## config.mk

```make
export PLATFORM = sky130hd
export DESIGN_NAME = rx_sync_ctrl
export DESIGN_NICKNAME = d
export VERILOG_FILES = /design/src/rtl/rx_sync_ctrl_pkg.sv /design/src/rtl/rx_sync_ctrl_sat_counter.sv /design/src/rtl/rx_sync_ctrl.sv
export SDC_FILE = /design/constraint.sdc
export NUM_CORES = 1
export LEC_CHECK = 0
export CAP_MARGIN = 20
export CORE_ASPECT_RATIO = 0.8
export CORE_MARGIN = 2
export CORE_UTILIZATION = 45
export DETAILED_ROUTE_END_ITERATION = 10
export GPL_TIMING_DRIVEN = 0
export PLACE_DENSITY = 0.77
export SKIP_LAST_GASP = 1
export SYNTH_ARGS = -nofsm -noshare
export SYNTH_HDL_FRONTEND = slang
export SYNTH_SLANG_ARGS = --single-unit
```

## constraint.sdc

```tcl
create_clock -name i_clock -period 2.2 [get_ports i_clock]
set_clock_uncertainty 0.15 [all_clocks]
set_input_delay 0.22 -clock i_clock [delete_from_list [all_inputs] [get_ports i_clock]]
set_output_delay 0.22 -clock i_clock [all_outputs]
set_load 0.1 [all_outputs]
```

## src/rtl/rx_sync_ctrl_pkg.sv

```systemverilog
// rx_sync_ctrl_pkg: state encoding and default sizing shared by the sequencer and its bench
package rx_sync_ctrl_pkg;
  typedef enum logic [2:0] {
    S_FLUSH        = 3'd0,
    S_SEARCH_SHORT = 3'd1,
    S_WAIT_LONG    = 3'd2,
    S_LOCKED       = 3'd3
  } state_t;
  localparam int DEF_LONG_TIMEOUT = 320;
  localparam int DEF_FLUSH_LEN    = 16;
  localparam int DEF_CNT_WIDTH    = 32;
endpackage

```

## src/rtl/rx_sync_ctrl_sat_counter.sv

```systemverilog
// sat_counter: loadable down-counter that sticks at zero and flags terminal count
module sat_counter #(
  parameter int           W       = 8,
  parameter logic [W-1:0] RST_VAL = '0
) (
  input  logic         i_clock,
  input  logic         i_reset,
  input  logic         i_load,
  input  logic [W-1:0] i_load_val,
  input  logic         i_dec,
  output logic [W-1:0] o_cnt,
  output logic         o_tc
);
  logic [W-1:0] r_cnt;
  always_ff @(posedge i_clock) begin
    if (i_reset) r_cnt <= RST_VAL;
    else if (i_load) r_cnt <= i_load_val;
    else if (i_dec && r_cnt != '0) r_cnt <= r_cnt - W'(1);
  end
  assign o_cnt = r_cnt;
  assign o_tc  = r_cnt == '0;
endmodule

```

## src/rtl/rx_sync_ctrl.sv

```systemverilog
// rx_sync_ctrl: sequences short/long preamble synchronisers and latches the coarse phase offset
import rx_sync_ctrl_pkg::*;
module rx_sync_ctrl #(
  parameter int LONG_TIMEOUT = DEF_LONG_TIMEOUT,
  parameter int FLUSH_LEN    = DEF_FLUSH_LEN,
  parameter int CNT_WIDTH    = DEF_CNT_WIDTH
) (
  input  logic                 i_clock,
  input  logic                 i_reset,
  input  logic                 i_enable,
  input  logic                 i_sample_in_strobe,
  input  logic                 i_short_preamble_detected,
  input  logic signed [15:0]   i_phase_offset,
  input  logic                 i_long_preamble_detected,
  input  logic                 i_pkt_done,
  output logic                 o_sync_short_reset,
  output logic                 o_sync_short_enable,
  output logic                 o_sync_long_reset,
  output logic                 o_sync_long_enable,
  output logic signed [15:0]   o_phase_offset_out,
  output logic                 o_locked,
  output logic [2:0]           o_state,
  output logic [CNT_WIDTH-1:0] o_short_cnt,
  output logic [CNT_WIDTH-1:0] o_timeout_cnt
);
  localparam int FW = $clog2(FLUSH_LEN + 1);
  localparam int TW = $clog2(LONG_TIMEOUT + 1);
  state_t                r_state;
  logic                  r_short_reset, r_short_en, r_long_reset, r_long_en, r_locked;
  logic signed [15:0]    r_offset;
  logic [CNT_WIDTH-1:0]  r_short_cnt, r_timeout_cnt;
  logic                  w_flush_tc, w_tmo_tc;
  logic                  w_flush_done, w_short_acc, w_long_acc, w_timeout, w_pkt_end;
  logic [FW-1:0]         w_flush_cnt;
  logic [TW-1:0]         w_tmo_cnt;
  state_t                w_next;
  assign w_flush_done = r_state == S_FLUSH && w_flush_tc;
  assign w_short_acc  = r_state == S_SEARCH_SHORT && i_short_preamble_detected;
  assign w_long_acc   = r_state == S_WAIT_LONG && i_long_preamble_detected;
  // the strobe that finds the down-counter already at zero is the LONG_TIMEOUT-th one
  assign w_timeout    = r_state == S_WAIT_LONG && i_sample_in_strobe && w_tmo_tc && !i_long_preamble_detected;
  assign w_pkt_end    = r_state == S_LOCKED && i_pkt_done;
  assign w_next = w_flush_done ? S_SEARCH_SHORT :
                  w_short_acc  ? S_WAIT_LONG :
                  w_long_acc   ? S_LOCKED :
                  (w_timeout || w_pkt_end) ? S_FLUSH : r_state;
  sat_counter #(.W(FW), .RST_VAL(FW'(FLUSH_LEN - 1))) u_flush_cnt (
    .i_clock    (i_clock),
    .i_reset    (i_reset),
    .i_load     (i_enable && (w_timeout || w_pkt_end)),
    .i_load_val (FW'(FLUSH_LEN - 1)),
    .i_dec      (i_enable && r_state == S_FLUSH),
    .o_cnt      (w_flush_cnt),
    .o_tc       (w_flush_tc)
  );
  sat_counter #(.W(TW), .RST_VAL('0)) u_tmo_cnt (
    .i_clock    (i_clock),
    .i_reset    (i_reset),
    .i_load     (i_enable && w_short_acc),
    .i_load_val (TW'(LONG_TIMEOUT - 1)),
    .i_dec      (i_enable && r_state == S_WAIT_LONG && i_sample_in_strobe),
    .o_cnt      (w_tmo_cnt),
    .o_tc       (w_tmo_tc)
  );
  always_ff @(posedge i_clock) begin
    if (i_reset) begin
      r_state       <= S_FLUSH;
      r_short_reset <= 1'b1;
      r_short_en    <= 1'b0;
      r_long_reset  <= 1'b1;
      r_long_en     <= 1'b0;
      r_locked      <= 1'b0;
      r_offset      <= '0;
      r_short_cnt   <= '0;
      r_timeout_cnt <= '0;
    end else if (!i_enable) begin
      r_short_en <= 1'b0;
      r_long_en  <= 1'b0;
    end else begin
      r_state       <= w_next;
      r_short_reset <= w_next == S_FLUSH;
      r_short_en    <= w_next == S_SEARCH_SHORT;
      r_long_reset  <= w_next == S_FLUSH || w_next == S_SEARCH_SHORT;
      r_long_en     <= w_next == S_WAIT_LONG || w_next == S_LOCKED;
      r_locked      <= w_next == S_LOCKED;
      if (w_short_acc) r_offset <= i_phase_offset;
      if (w_short_acc) r_short_cnt <= r_short_cnt + CNT_WIDTH'(1);
      if (w_timeout) r_timeout_cnt <= r_timeout_cnt + CNT_WIDTH'(1);
    end
  end
  assign o_sync_short_reset  = r_short_reset;
  assign o_sync_short_enable = r_short_en;
  assign o_sync_long_reset   = r_long_reset;
  assign o_sync_long_enable  = r_long_en;
  assign o_phase_offset_out  = r_offset;
  assign o_locked            = r_locked;
  assign o_state             = r_state;
  assign o_short_cnt         = r_short_cnt;
  assign o_timeout_cnt       = r_timeout_cnt;
endmodule
```

==> metrics.txt <==
part of the Yosys area used for sequential elements 45.0%; WL per Instance roughly 15 um; #FFs+latches synth ~100; Top FF cell, synth dfxtp_1; Hold Slack around 0.12 ns; Final period util 106%; power share of the sequential group 47.2%; WP data arrival roughly 2.4 ns; DIE WIDTH 116 um; leak pwr between 3 and 4 nW; Sink Count slightly above 100; hpwl dp around 8.3 mm; Worst Tran Pin Value around 1.0 ns; Initial Utilization a little under half; Synth async-reset ratio 0%; core area slightly below 0.01 mm2; Crit. End Element register; Placed Area 0.00593 mm2; Rows 32; routed wire length around 12 mm; hold_sp i_reset; Final Critical Period between 2 and 2.5 ns; Logic pwr share about a tenth; Initial DRC Count 297; filler instances 749; final worst-path setup slack -0.134 ns; # DRC 0; I/O Buffers 109; Max Cap Violations 0; Post-Syn Instances 525; fraction of layout cells with a size suffix above 1 slightly above 20%; WP data required 2.30 ns; switching power around 0.95 mW; fin area between 0.006 and 0.007 mm2; worst min path class in2reg; Post-synth EDFFs 0; crit path from u_tmo_cnt.o_cnt[6]; Setup Viol. Count Final 22; Root Buffer clkbuf_16; largest net degree at the start of global routing 16; Ports 111; via count around 4,300; pwr/cell area 600 mW/mm2; number of routed nets with antenna violations 0; busiest grt layer met2; DP Worst Slack -0.629 ns; Final Hold Viols 0; peak fanout along the critical path 6; sw frac a little under a quarter; drt first pass iters 5; f_max approximately 430 MHz; CTS tree yes; RSZ-0062 raised after global routing true; initial antenna violation count 0; Avg Inst Size Synth slightly below 9 um2; n_diodes 0; syn nets 553; vias in the first global route 4,144; library cells used by synthesis 51; outcome complete, but fails checks; GRT Util Overall about 22%; Max clock buf depth 2; M3 GR Usage 4.84%; GR met1 Demand/Resource roughly 30%; Internal between 3 and 4 mW; GRT Residual Overflow 0; clock share of power 42.7%; synthesized area 0.00454 mm2; clock-pin slew on the worst setup and hold paths around 0.070 ns; Die ar. between 0.01 and 0.015 mm2; Clk Latency, worst-skew pair 0.34 ns; VDD IR-drop max about 310 uV; chip height ~94 um; nets 698; Vias/cell about 5.4; CTS Buf Count 9; Pins Over Slew Limit 0; violated checks setup timing; H-tree depth 3; Crit Path Category reg2reg; global-route wire length before repair ~20 mm; reg2reg start u_tmo_cnt.o_cnt[6]; met2 global-route usage between 30% and 40%; Worst setup SP type register; GPL Wtd Cong 0.851; Max-slew headroom approximately 32%; Layout area overhead 45.4%; Synth Warn # 0
## cells in the mapped netlist (all sizes together), types with 12 or more instances
cell type    n  area (um2)
clkbuf      21        78.8
nor2        67         251
a21oi       33         165
xor2        48         420
dfxtp      102        2040
nor3        12        65.1
o21ai       12        60.1
or3         12        75.1
nand2       62         233
nand4       34         228
nand3       17        90.1
## final cells by class
class / count / area [um2] / share of cell area [%]
clock buffer: 11 / 243 / 3.68
multi-input combinational: 387 / 2520 / 38.2
clock inverter: 4 / 70.1 / 1.06
timing repair buffer: 134 / 1270 / 19.3
tap: 136 / 170 / 2.58
buffer: 25 / 120 / 1.82
inverter: 11 / 41.3 / 0.625
sequential: 102 / 2170 / 32.8
## metrics by stage
step,TNS (ns),power [mW],instances,utilization (%)
2_1_floorplan,-0.0139,2.15,525,-
3_3_place_gp,-26.14,2.25,770,61.0
3_5_place_dp,-29.80,2.26,770,61.0
5_1_grt,-3.54,4.06,810,67.9
4_1_cts,-0.561,3.95,803,65.4
6_report,-1.25,3.96,810,67.9
## power by group through the flow
stage               registers (mW)  clock network, mW  logic [mW]
floorplan                     2.00                  0       0.147
global placement              1.91                  0       0.343
detailed placement            1.91                  0       0.350
CTS                           1.87               1.71       0.375
global route                  1.87               1.77       0.424
finish                        1.87               1.69       0.399
## kinds of logic (layout without fill, tap and decap cells)
family	Yosys count	count (layout)	share of synthesized area (%)
buffers and inverters	36	185	3.28
xor gates and xnor gates	57	57	11.0
and+or+nand+nor	260	260	30.7
adders and majority gates	5	5	1.38
AOI/OAI and AO/OA	64	64	8.43
muxes	1	1	0.220
DFF	102	102	45.0
## state kept, by name (all words and copies together) (netlist names), 3 cells and up
| name | count |
|---|---|
| o_phase_offset_out | 16 |
| o_short_cnt | 32 |
| o_state | 3 |
| u_flush_cnt.o_cnt | 5 |
| o_timeout_cnt | 32 |
| u_tmo_cnt.o_cnt | 9 |
## metal layers
layer,wire length [um],vias up
li1,-,2134
met1,5760,2073
met2,5660,124
met3,640,17
met4,166,0
met5,0,-
## what timing repair did
action	CTS	global route
resized for setup	75	59
endpoints found under the setup margin	132	100
setup buffers	18	7
pin swaps	9	13
hold buffers	0	0
## placed cells by master, fill, tap and decap left out, types with 21 or more instances in the layout
cell              n
a21oi_1          28
buf_4            23
dfxtp_4          21
nand4_1          33
xor2_1           48
dlygate4sd2_1    58
dfxtp_1          45
dlymetal6s2s_1   22
dfxtp_2          36
nor2_1           66
nand2_1          62
clkdlybuf4s50_1  29
## worst paths after layout
check / endpoint / slack (ns) / cells after the start
hold reg to reg: o_phase_offset_out[11] / 0.31 / 2
setup reg to reg: o_timeout_cnt[24] / -0.13 / 7
setup / recovery: o_timeout_cnt[24] / -0.13 / 7
hold / removal: o_state[2] / 0.12 / 2
## critical path: stages (launching register included)
cell and delay [ns]:
dfxtp_2 0.34, or4_4 0.57, buf_4 0.16, nor4_4 0.19, nand4_4 0.19, buf_6 0.16
or3_1 0.33, a21oi_1 0.16
No activity file was read; power rests on OpenSTA's default activity.
